File: config.mk
export PLATFORM = sky130hd
export DESIGN_NAME = inst_buffer_flat
export DESIGN_NICKNAME = d
export VERILOG_FILES = /design/src/rtl/inst_buffer_pkg.sv /design/src/rtl/inst_buffer_if.sv /design/src/rtl/inst_buffer.sv /design/src/flat_wrapper.sv
export SDC_FILE = /design/constraint.sdc
export NUM_CORES = 1
export LEC_CHECK = 0
export CAP_MARGIN = 30
export CORE_AREA = 2 2 148 150
export DETAILED_ROUTE_END_ITERATION = 10
export DIE_AREA = 0 0 150 152
export PLACE_DENSITY = 0.71
export SETUP_SLACK_MARGIN = 0.05
export SLEW_MARGIN = 20
export SYNTH_ARGS = -nofsm -noshare
export SYNTH_HDL_FRONTEND = slang
export SYNTH_SLANG_ARGS = --single-unit
export TNS_END_PERCENT = 1
File: constraint.sdc
create_clock -name clk -period 9.65 [get_ports clk]
set_input_delay 2.4125 -clock clk [delete_from_list [all_inputs] [get_ports clk]]
set_output_delay 2.4125 -clock clk [all_outputs]
set_load 0.03 [all_outputs]
File: src/rtl/inst_buffer_pkg.sv
// Shared sizing and packet layout for the IF->ID instruction buffer.
// The fetch packet carries the exception tag alongside pc and instruction.
package inst_buffer_pkg;

  localparam int IF_TO_ID_BUS_SIZE = 66;
  localparam int IB_DEPTH          = 4;

  typedef struct packed {
    logic        excp_en;
    logic        excp_num;
    logic [31:0] pc;
    logic [31:0] inst;
  } ib_pkt_t;

endpackage

File: src/rtl/inst_buffer_if.sv
// IF/ID handshake bundle seen by the instruction buffer.
// The buffer takes the slave view; the fetch/decode side takes the master view.
interface inst_buffer_if
  import inst_buffer_pkg::*;
#(
  parameter int BUS_W = IF_TO_ID_BUS_SIZE
);
  logic             IF_to_ID_Valid;
  logic [BUS_W-1:0] IF_to_ID_Bus;
  logic             IB_Allow_in;
  logic             IB_to_ID_Valid;
  logic [BUS_W-1:0] IB_to_ID_Bus;
  logic             ID_Allow_in;

  modport slave (
    input  IF_to_ID_Valid, IF_to_ID_Bus, ID_Allow_in,
    output IB_Allow_in, IB_to_ID_Valid, IB_to_ID_Bus
  );

  modport master (
    output IF_to_ID_Valid, IF_to_ID_Bus, ID_Allow_in,
    input  IB_Allow_in, IB_to_ID_Valid, IB_to_ID_Bus
  );
endinterface

File: src/rtl/inst_buffer.sv
// Circular FIFO decoupling fetch from decode; any redirect or exception
// flush empties it in one cycle. Payload is opaque to the buffer.
module inst_buffer
  import inst_buffer_pkg::*;
#(
  parameter int DEPTH = IB_DEPTH,
  parameter int BUS_W = IF_TO_ID_BUS_SIZE,
  parameter int CNT_W = $clog2(DEPTH) + 1
) (
  input  logic             clk,
  input  logic             resetn,
  inst_buffer_if.slave     ib,
  input  logic             br_taken,
  input  logic             excp_flush,
  input  logic             ertn_flush,
  output logic [CNT_W-1:0] IB_count
);

  localparam int PTR_W = $clog2(DEPTH);

  logic [BUS_W-1:0] mem_q [DEPTH];
  logic [BUS_W-1:0] mem_d [DEPTH];
  logic [PTR_W-1:0] wptr_q, wptr_d;
  logic [PTR_W-1:0] rptr_q, rptr_d;
  logic [CNT_W-1:0] cnt_q, cnt_d;

  logic flush, full, empty, push, pop;

  always_comb begin
    flush = br_taken | excp_flush | ertn_flush;
    full  = (cnt_q == CNT_W'(DEPTH));
    empty = (cnt_q == '0);
    // Allow depends only on occupancy, so fetch never sees a path from ID or flush.
    push  = ib.IF_to_ID_Valid & ~full & ~flush;
    pop   = ~empty & ib.ID_Allow_in & ~flush;

    mem_d  = mem_q;
    wptr_d = wptr_q;
    rptr_d = rptr_q;
    cnt_d  = cnt_q;

    if (flush) begin
      wptr_d = '0;
      rptr_d = '0;
      cnt_d  = '0;
    end else begin
      if (push) begin
        mem_d[wptr_q] = ib.IF_to_ID_Bus;
        wptr_d        = wptr_q + PTR_W'(1);
      end
      if (pop) rptr_d = rptr_q + PTR_W'(1);
      case ({push, pop})
        2'b10:   cnt_d = cnt_q + CNT_W'(1);
        2'b01:   cnt_d = cnt_q - CNT_W'(1);
        default: cnt_d = cnt_q;
      endcase
    end
  end

  always_ff @(posedge clk) begin
    if (!resetn) begin
      wptr_q <= '0;
      rptr_q <= '0;
      cnt_q  <= '0;
    end else begin
      wptr_q <= wptr_d;
      rptr_q <= rptr_d;
      cnt_q  <= cnt_d;
    end
  end

  // Storage is not reset; stale entries are masked by the occupancy count.
  always_ff @(posedge clk) begin
    mem_q <= mem_d;
  end

  assign ib.IB_Allow_in    = ~full;
  assign ib.IB_to_ID_Valid = ~empty;
  assign ib.IB_to_ID_Bus   = mem_q[rptr_q];
  assign IB_count          = cnt_q;

endmodule

File: src/flat_wrapper.sv
// flat-port wrapper written by rule: the top's interface ports become plain ports
module inst_buffer_flat import inst_buffer_pkg::*;
#(
  parameter int DEPTH = IB_DEPTH,
  parameter int BUS_W = IF_TO_ID_BUS_SIZE,
  parameter int CNT_W = $clog2(DEPTH) + 1
)
  (clk, resetn, br_taken, excp_flush, ertn_flush, IB_count, ib_IF_to_ID_Valid, ib_IF_to_ID_Bus, ib_ID_Allow_in, ib_IB_Allow_in, ib_IB_to_ID_Valid, ib_IB_to_ID_Bus);
  inst_buffer_if #(.BUS_W(BUS_W)) ib_i ();
  input  logic clk;
  input  logic resetn;
  input  logic br_taken;
  input  logic excp_flush;
  input  logic ertn_flush;
  output logic [CNT_W-1:0] IB_count;
  input wire logic [$bits(ib_i.IF_to_ID_Valid)-1:0] ib_IF_to_ID_Valid;
  input wire logic [$bits(ib_i.IF_to_ID_Bus)-1:0] ib_IF_to_ID_Bus;
  input wire logic [$bits(ib_i.ID_Allow_in)-1:0] ib_ID_Allow_in;
  output wire logic [$bits(ib_i.IB_Allow_in)-1:0] ib_IB_Allow_in;
  output wire logic [$bits(ib_i.IB_to_ID_Valid)-1:0] ib_IB_to_ID_Valid;
  output wire logic [$bits(ib_i.IB_to_ID_Bus)-1:0] ib_IB_to_ID_Bus;
  assign ib_i.IF_to_ID_Valid = ib_IF_to_ID_Valid;
  assign ib_i.IF_to_ID_Bus = ib_IF_to_ID_Bus;
  assign ib_i.ID_Allow_in = ib_ID_Allow_in;
  assign ib_IB_Allow_in = ib_i.IB_Allow_in;
  assign ib_IB_to_ID_Valid = ib_i.IB_to_ID_Valid;
  assign ib_IB_to_ID_Bus = ib_i.IB_to_ID_Bus;
  inst_buffer #(.DEPTH(DEPTH), .BUS_W(BUS_W), .CNT_W(CNT_W)) u_core (.clk(clk), .resetn(resetn), .ib(ib_i), .br_taken(br_taken), .excp_flush(excp_flush), .ertn_flush(ertn_flush), .IB_count(IB_count));
endmodule
# Yosys cells after proc, flatten, opt, wreduce, memory -nomap -nowiden
# Cells that the tools add are included.
# totals
out_inout_bits,71
inputBits,73
elab_cells,41
regBits,271
# classes
n_bitwise,12
order_cmp,3
reduce_logical,5
n_mux,7
n_addsub,4
eq_ne,3
# ops
operator,n
bitwise mux 264 bit,1
two-way mux 66 bit,3
binary-select mux 66 bit (select 2 bit),1
demux 66 bit (select 2 bit),1
"greater-or-equal comparator 3 bit, second input constant",2
inverter 2 -> 3 bit,2
one-hot mux 3 bit (2 select lines),1
"adder 2 x 1 -> 2 bit, second input constant",2
AND 1 bit,4
inverter 1 bit,4
"adder 3 x 1 -> 3 bit, second input constant",1
"== test 3 bit, second input constant",1
logical NOT 3 bit,1
"< comparator 3 x 1 -> 1 bit, second input constant",1
"subtractor 3 x 1 -> 3 bit, second input constant",1
"== test 2 x 1 -> 1 bit, second input constant",1
"== test 2 bit, second input constant",1
OR 1 bit,2
AND reduction 2 bit,1
nonzero test 2 bit,1
OR reduction 2 bit,1
logical AND 1 bit,1

# Longest topological paths before layout
# Gate-level depths: netlist (run 1).
# depth
ltp_word,6
depth_mapped,9
depth_no_buf,9

# Worst setup path before layout (run 1)
# Ideal clock, no wire load.
# synth_path
path_type,input to register
start,input excp_flush
end,"register u_core.mem_q[0] (netlist bit), enable pin"
path_slack_ns,4.513
arrival_ns,4.706
setup_ns,0.431
stages,3
n_path_buf,0
required_time_ns,9.219
cell_sequence,or3_1 > nor3_1 > and2_1
# synth_via
elab_chain_cells,5
# synth_lines
item,line,source
from (decl),flat_wrapper.sv:13,input logic excp_flush;
OR 1 bit (*) (2 in a row),inst_buffer.sv:30,flush = br_taken | excp_flush | ertn_flush;
inverter 1 bit (no source line) (*),n/a,
AND 1 bit,inst_buffer.sv:34,push = ib.IF_to_ID_Valid & ~full & ~flush;
AND reduction 2 bit (no source line) (*),n/a,
to (signal assigned),inst_buffer.sv:74,mem_q <= mem_d;
to (decl),inst_buffer.sv:21,logic [BUS_W-1:0] mem_q [DEPTH];
# Every way passes the cells marked *; elsewhere a longest branch is shown, timed or not.
# A chain may end at the register's enable or synchronous reset.

# Worst setup path after layout (run 1)
# layout_path
start,register u_core.rptr_q[0]
end,output ib_IB_to_ID_Bus[61]
# layout_via
elab_chain_cells,4
# layout_lines
item,line,source
from (decl),inst_buffer.sv:24,"logic [PTR_W-1:0] rptr_q, rptr_d;"
from (signal assigned),inst_buffer.sv:67,rptr_q <= rptr_d;
inverter 2 -> 3 bit (implied by the code),inst_buffer.sv:79,assign ib.IB_to_ID_Bus = mem_q[rptr_q];
binary-select mux 66 bit (select 2 bit),inst_buffer.sv:79,
two-way mux 66 bit (implied by the code) (2 in a row),inst_buffer.sv:79,
to (decl),flat_wrapper.sv:21,output wire logic [$bits(ib_i.IB_to_ID_Bus)-1:0] ib_IB_to_ID_Bus;
# Every way passes these cells. The select of a mux whose other input is x is not followed.

==> results of run 1 <==
-- area by class of cell --
type | instances | area (um2) | share of cell area
sequential | 271 | 8080 | 0.637
tap | 280 | 350 | 0.0276
inverter | 8 | 30.0 | 0.00237
multi-input combinational | 104 | 1760 | 0.139
timing repair buffer | 149 | 1570 | 0.124
clock inverter | 20 | 214 | 0.0169
clock buffer | 29 | 683 | 0.0539
-- power groups by stage --
stage               registers [uW]  clock network (uW)  logic (uW)
finish                        1300                1030        71.7
global route                  1300                1110        76.4
CTS                           1300                1060        72.5
detailed placement            1320                   0        72.0
global placement              1320                   0        68.4
floorplan                     1320                   0        18.5
-- worst min-delay path, cell delays in order (launching register included) --
cell	delay, ns
sky130_fd_sc_hd__dfxtp_1	0.34
sky130_fd_sc_hd__o21ai_0	0.08
sky130_fd_sc_hd__a21oi_1	0.06
-- cells in the final DEF, fill, tap and decap left out, types with 2 or more instances in the layout --
| cell type | instances |
|---|---|
| sky130_fd_sc_hd__edfxtp_1 | 264 |
| sky130_fd_sc_hd__clkdlybuf4s50_1 | 143 |
| sky130_fd_sc_hd__mux4_2 | 66 |
| sky130_fd_sc_hd__clkbuf_16 | 27 |
| sky130_fd_sc_hd__inv_1 | 8 |
| sky130_fd_sc_hd__nor2_1 | 6 |
| sky130_fd_sc_hd__clkinv_1 | 6 |
| sky130_fd_sc_hd__ha_1 | 5 |
| sky130_fd_sc_hd__clkinv_4 | 5 |
| sky130_fd_sc_hd__dfxtp_1 | 5 |
| sky130_fd_sc_hd__and2_4 | 4 |
| sky130_fd_sc_hd__a21oi_1 | 4 |
| sky130_fd_sc_hd__xor2_1 | 4 |
| sky130_fd_sc_hd__clkinv_2 | 4 |
| sky130_fd_sc_hd__bufinv_16 | 4 |
| sky130_fd_sc_hd__buf_16 | 4 |
| sky130_fd_sc_hd__or3_1 | 3 |
| sky130_fd_sc_hd__o21ai_0 | 3 |
| sky130_fd_sc_hd__nor3_1 | 2 |
| sky130_fd_sc_hd__nand3_1 | 2 |
| sky130_fd_sc_hd__clkbuf_1 | 2 |
| sky130_fd_sc_hd__dfxtp_4 | 2 |
-- per-stage QoR --
step | setup slack [ns] | utilization
global placement | 4.36 | 0.546
global route | 3.69 | 0.594
CTS | 3.82 | 0.594
finish | 3.98 | 0.594
detailed placement | 4.36 | 0.552
floorplan | 4.51 | -
-- metal layers --
metal | up-vias | global-route usage | wire [um]
li1 | 2020 | - | -
met1 | 2372 | 0.213 | 7230
met2 | 145 | 0.277 | 9240
met3 | 24 | 0.0345 | 1140
met4 | 2 | 0.0377 | 226
met5 | - | 0 | 16
-- cell families (layout without fill, tap and decap cells) --
logic type,Yosys count,after routing,synth area share
and+or+nand+nor,19,19,0.00978
xor gates and xnor gates,4,4,0.00351
muxes,66,66,0.149
buffers and inverters,23,206,0.0163
adders and majority gates,6,6,0.00827
AOI/OAI and AO/OA,9,9,0.00514
DFF,271,271,0.808
-- registers in the layout (all words and copies together) (netlist names) --
| signal | count |
|---|---|
| u_core.IB_count | 3 |
| u_core.mem_q | 264 |
| u_core.rptr_q | 2 |
| u_core.wptr_q | 2 |
-- worst max-delay path by stage --
| stage | slack, ns | endpoint | startpoint |
|---|---|---|---|
| after CTS | 3.82 | ib_IB_to_ID_Bus[62] | u_core.rptr_q[0] |
| final | 3.98 | ib_IB_to_ID_Bus[61] | u_core.rptr_q[0] |
| after floorplan | 4.51 | u_core.mem_q[0] | excp_flush |
| after detailed placement | 4.36 | ib_IB_to_ID_Bus[62] | u_core.rptr_q[0] |
| after global placement | 4.36 | ib_IB_to_ID_Bus[61] | u_core.rptr_q[0] |
| after global routing | 3.69 | ib_IB_to_ID_Bus[28] | u_core.rptr_q[0] |
==> results.md, run 1 <==
- Post-detailed-placement half-perimeter wirelength: 10800 um
- Clk pwr share: 0.430
- R2R depth: 9
- Top-level I/O count: 144
- Via count normalized by instance count: 5.30
- Synthesized area per cell: 25.1 um2
- Cell internal pwr: 1950 uW
- Proportion of register bits with asynchronous set or reset after synthesis: 0
- Count of endpoints failing setup in the final report: 0
- Req. time, crit path: 7.24 ns
- Number of input and output port buffers inserted: 143
- Synthesis-to-layout area growth: 27.1%
- Post-synthesis instance total: 398
- FF-to-FF setup slack: 7.11 ns
- Seq pwr share: 0.540
- Minimum clock period: 5.67 ns
- Number of cells on the critical path: 3
- Cells taking the most area after synthesis: sky130_fd_sc_hd__edfxtp_1 79%, sky130_fd_sc_hd__mux4_2 15%, sky130_fd_sc_hd__dfxtp_1 1.4%
- Number of cells in the design after placement: 812
- H-tree levels: 1
- Maximum vdd ir drop: 0.000131 V
- Starting DRT DRC Count: 255
- Routed vias: 4563
- Setup fix buffers added after clock tree synthesis: 0
- Post-CTS clock slew at the launch and capture registers of the worst setup and hold paths: 0.06 ns
- Clk sink count: 271
- Outcome: finished clean
- Latest clock arrival within the worst-skew pair: 0.52 ns
- Syn Nets: 477
- Cells on Worst Hold Path: 2
- Combinational group share of total power: 0.030
- CTS Buf Count: 27
- Number of enable-type register cells in the synthesized netlist: 264
- GPL Wtd Cong: 0.703
- Antenna diode instance count: 0
- Cell type group with the largest total delay on the critical path: buffers and inverters
- Switch Pwr: 448 uW
- Setup repair after global routing missed its margin: false
- Residual DRC: 0
- Total congestion overflow after global routing: 0
- Proportion of netlist area held by the largest area contributor: 0.794
- Reg2Reg Capture Point: u_core.IB_count[2]
- Endpoints failing hold: 0
- Initial standard-cell utilization of the core: 0.468
- Root buffer cell: sky130_fd_sc_hd__clkbuf_16
- TritonCTS clock tree: built
- Flip-flop cell with the highest count after synthesis: sky130_fd_sc_hd__edfxtp_1
- DP Area: 11800 um2
- Switching portion of total power: 0.186
- All-Layer GR Usage: 0.161
- Initial antenna violation count: 1
- Highest achievable clock rate: 176 MHz
- Worst hold endpoint: u_core.wptr_q[0]
- Arrival time of data at the critical path endpoint: 3.26 ns
- Crit path buf inv count: 2
- DIE AREA: 22800 um2
- Height of the die: 152 um
- Max-capacitance violation count: 0
- Final count of pins violating max slew: 0
- Launching element type of the critical path: register
- Total Wirelength: 17800 um
- Power per cell area: 189 nW/um2
- Number of flip-flops and latches in the synthesized netlist: 271
- Ordered list of cells on the worst path: buf_4 -> mux4_2 -> clkdlybuf4s50_1
- Hold bufs inserted after CTS: 0
- Post-synthesis sequential area ratio: 0.808
- Placement row count: 54
- Leading cell type by number of instances after synthesis: sky130_fd_sc_hd__edfxtp_1
- Leakage power of the design: 0.00392 uW
- Die width: 150 um
- 1st-pass router iterations: 4
- Reg-to-Reg Start: u_core.IB_count[2]
- YS warnings: 0
- Slew at the pin closest to its max-slew limit: 0.695 ns
- Mapped cell area: 9980 um2
- Number of antenna-violating nets in the routed design: 0
- # resized after CTS: 0
- Top cell type by total area after synthesis: sky130_fd_sc_hd__edfxtp_1
- Post-route fraction of the period consumed by the critical path: 0.587
- Share of cells above drive strength 1: 0.205
- FILL cells: 1544
- Maximum buffer depth of the clock tree: 3
- Post-layout net count: 640
- Post-layout instance area: 12700 um2
- Routed len/inst: 20.7 um
- Wire length of the first global-routing pass: 28100 um
- Placeable core region: 21400 um2
- Critical path fanouts, max: 35
- Path category of the worst min-delay check: register to register
- Non-filler cells, final: 861
- Slew margin rel.: 0.537
- Number of global-route vias before repair: 5085
- Top cell types by occurrence after synthesis: 264 x sky130_fd_sc_hd__edfxtp_1, 66 x sky130_fd_sc_hd__mux4_2, 8 x sky130_fd_sc_hd__inv_1, 7 x sky130_fd_sc_hd__dfxtp_1, 6 x sky130_fd_sc_hd__nor2_1
- Setup_tns: 0 ns
- Maximum number of pins on one net before global-route repair: 46
- Distinct cell type count after synthesis: 23
- Final total power: 2400 uW
- Worst path max stage delay: 0.80 ns
- Nature of the critical path endpoint: output pin
- Final clock skew: 0.0165 ns
- Startpoint of the most critical hold path: u_core.wptr_q[0]
- Cell at the slowest stage of the critical path: sky130_fd_sc_hd__dfxtp_4
- Worst Hold Margin: 0.527 ns
- Classification of the worst setup path: register to output pin
(Power assumes the default switching activity.)
==> inputs of run 2 (changes only) <==
--- a/config.mk
+++ b/config.mk
@@ -9,7 +9,7 @@
 export CORE_AREA = 2 2 148 150
 export DETAILED_ROUTE_END_ITERATION = 10
 export DIE_AREA = 0 0 150 152
-export PLACE_DENSITY = 0.71
+export PLACE_DENSITY = 0.73
 export SETUP_SLACK_MARGIN = 0.05
 export SLEW_MARGIN = 20
 export SYNTH_ARGS = -nofsm -noshare
==> constraint.sdc (replaced) <==
create_clock -name clk -period 4.9 [get_ports clk]
set_input_delay 1.225 -clock clk [delete_from_list [all_inputs] [get_ports clk]]
set_output_delay 1.225 -clock clk [all_outputs]
set_load 0.03 [all_outputs]
==> run 2 against run 1 <==
- cell area grew 0.27%
- register-to-register slack lost 4.7 ns
- die area is the same
- critical path depth is the same
- critical endpoint is now ib_IB_to_ID_Bus[57]
- non-clock buffer count is the same
- critical path type unchanged
- first-iteration DRC count grew 28%
- sequential share of layout area shrank 0.17 points
==> results.md, run 2 (synthesis gave the netlist of run 1 again) <==
- Outcome: finished clean (unchanged)
- CTS Buf Count: 26 (was 27)
- Setup repair after global routing missed its margin: false (unchanged)
- Antenna diode instance count: 0 (unchanged)
- Slew margin rel.: 0.580 (was 0.537)
- Ordered list of cells on the worst path: buf_12 -> mux4_2 -> clkdlybuf4s50_1 (was buf_4 -> mux4_2 -> clkdlybuf4s50_1)
- Arrival time of data at the critical path endpoint: 2.88 ns (was 3.26 ns)
- Placement row count: 54 (unchanged)
- Number of flip-flops in the largest register: 264 (unchanged)
- H-tree levels: 1 (unchanged)
- Power per cell area: 383 nW/um2 (was 189 nW/um2)
- Initial standard-cell utilization of the core: 0.468 (unchanged)
- Post-detailed-placement half-perimeter wirelength: 11100 um (was 10800 um)
- Routed len/inst: 21.6 um (was 20.7 um)
- Post-CTS clock slew at the launch and capture registers of the worst setup and hold paths: 0.06 ns (about the same)
- Most flop-heavy register: u_core.mem_q (unchanged)
- # resized after CTS: 0 (unchanged)
- Global Route met3 Usage: 0.0363 (was 0.0345)
- Maximum number of pins on one net before global-route repair: 68 (was 46)
- GPL Wtd Cong: 0.685 (was 0.703)
- Routing usage on met2: 0.266 (was 0.277)
- Residual DRC: 0 (unchanged)
- 1st-pass router iterations: 4 (unchanged)
- Global routing met1 resource utilization: 0.230 (was 0.213)
- Clk sink count: 271 (unchanged)
- Most used cells in the layout excluding fill and tap cells: 264 x sky130_fd_sc_hd__edfxtp_1, 143 x sky130_fd_sc_hd__clkdlybuf4s50_1, 66 x sky130_fd_sc_hd__mux4_2, 27 x sky130_fd_sc_hd__clkbuf_16 (was 264 x sky130_fd_sc_hd__edfxtp_1, 143 x sky130_fd_sc_hd__clkdlybuf4s50_1, 66 x sky130_fd_sc_hd__mux4_2, 27 x sky130_fd_sc_hd__clkbuf_16, 8 x sky130_fd_sc_hd__inv_1)
- Endpoints failing hold: 0 (unchanged)
- Post-layout net count: 639 (was 640)
- Launching element type of the critical path: register (unchanged)
- Maximum vdd ir drop: 0.000240 V (was 0.000131 V)
- Maximum buffer depth of the clock tree: 3 (unchanged)
- Highest achievable clock rate: 244 MHz
- Setup fix buffers added after clock tree synthesis: 0 (unchanged)
- Top-level I/O count: 144 (unchanged)
- Final clock skew: 0.0154 ns (was 0.0165 ns)
- TritonCTS clock tree: built (unchanged)
- Placeable core region: 21400 um2 (unchanged)
- Synthesis-to-layout area growth: 27.4% (was 27.1%)
- Latest clock arrival within the worst-skew pair: 0.52 ns (about the same)
- All-Layer GR Usage: 0.164 (was 0.161)
- Root buffer cell: sky130_fd_sc_hd__clkbuf_16 (unchanged)
- Post-route fraction of the period consumed by the critical path: 0.837
- Count of endpoints failing setup in the final report: 0 (unchanged)
- Post-layout instance area: 12700 um2 (about the same)
- Minimum clock period: 4.10 ns
- Most common cell after layout, fill and taps aside: sky130_fd_sc_hd__edfxtp_1 (unchanged)
- Number of input and output port buffers inserted: 143 (unchanged)
- Classification of the worst setup path: register to output pin (unchanged)
- Slew at the pin closest to its max-slew limit: 0.630 ns (was 0.695 ns)
- Req. time, crit path: 3.67 ns (was 7.24 ns)
- Critical path fanouts, max: 43 (was 35)
- Busiest layer in global routing: met2 (unchanged)
- Share of cells above drive strength 1: 0.207 (was 0.205)
- Path category of the worst min-delay check: register to register (unchanged)
- Worst Hold Margin: 0.530 ns (was 0.527 ns)
- Number of global-route vias before repair: 4864 (was 5085)
- Die width: 150 um (unchanged)
- Total congestion overflow after global routing: 0 (unchanged)
- Cell at the slowest stage of the critical path: sky130_fd_sc_hd__dfxtp_4 (unchanged)
- Leakage power of the design: 0.00395 uW (was 0.00392 uW)
- Hold bufs inserted after CTS: 0 (unchanged)
- Number of antenna-violating nets in the routed design: 0 (unchanged)
- Nature of the critical path endpoint: output pin (unchanged)
- Via count normalized by instance count: 5.33 (was 5.30)
- Total Wirelength: 18500 um (was 17800 um)
- Setup_tns: 0 ns (unchanged)
- Final count of pins violating max slew: 0 (unchanged)
- DP Area: 11800 um2 (about the same)
- Height of the die: 152 um (unchanged)
- Final Core Density: 0.596 (was 0.594)
- Max-capacitance violation count: 0 (unchanged)
- DIE AREA: 22800 um2 (unchanged)
- Routed vias: 4585 (was 4563)
- Starting DRT DRC Count: 327 (was 255)
- Wire length of the first global-routing pass: 28400 um (was 28100 um)
- Worst path max stage delay: 0.70 ns (was 0.80 ns)
- Initial antenna violation count: 0 (was 1)
==> run 2: cell count changes in the layout (fill, tap and decap cells not counted), sizes merged <==
cell / change
bufinv: +3
clkinv: -2
clkbuf: -1
clkinvlp: -1
==> run 2: final timing paths <==
kind / start / endpoint / slack [ns] / depth (start not counted)
max: u_core.rptr_q[0] / ib_IB_to_ID_Bus[57] / 0.80 / 3
min: u_core.wptr_q[1] / u_core.wptr_q[1] / 0.53 / 2
min reg2reg: u_core.wptr_q[1] / u_core.wptr_q[1] / 0.53 / 2
max reg2reg: u_core.IB_count[2] / u_core.IB_count[2] / 2.46 / 9
==> run 2: power by group <==
part | switching, uW | internal, uW | leakage [uW]
clock | 800 | 1370 | 0.000472
combinational | 68.8 | 76.3 | 0.00104
sequential | 2.77 | 2550 | 0.00244
total | 872 | 3990 | 0.00395
==> run 2: stage by stage <==
stage,std cells,setup slack [ns],total power (uW)
detailed placement,811,1.10,2750
global route,860,0.609,5000
floorplan,398,0.951,2640
CTS,859,0.721,4910
finish,860,0.799,4870
global placement,811,1.10,2740
==> run 2: cell type report <==
cell class	count	area, um2
Clock inverter	20	269
Sequential cell	271	8080
Timing Repair Buffer	149	1550
Tap cell	280	350
Fill cell	1536	8630
Inverter	8	30.0
Multi-Input combinational cell	104	1760
Clock buffer	28	679
==> run 2: critical path: cells and delay by family (launching register included) <==
| kind | cells | cell delay, ns |
|---|---|---|
| buf+inv | 2 | 1.02 |
| flops | 1 | 0.70 |
| mux | 1 | 0.62 |
==> run 2: per-layer routing <==
metal | wire (um) | vias up
met5 | 0 | -
met4 | 267 | 0
met3 | 1100 | 24
met2 | 9040 | 143
met1 | 8140 | 2412
li1 | - | 2006
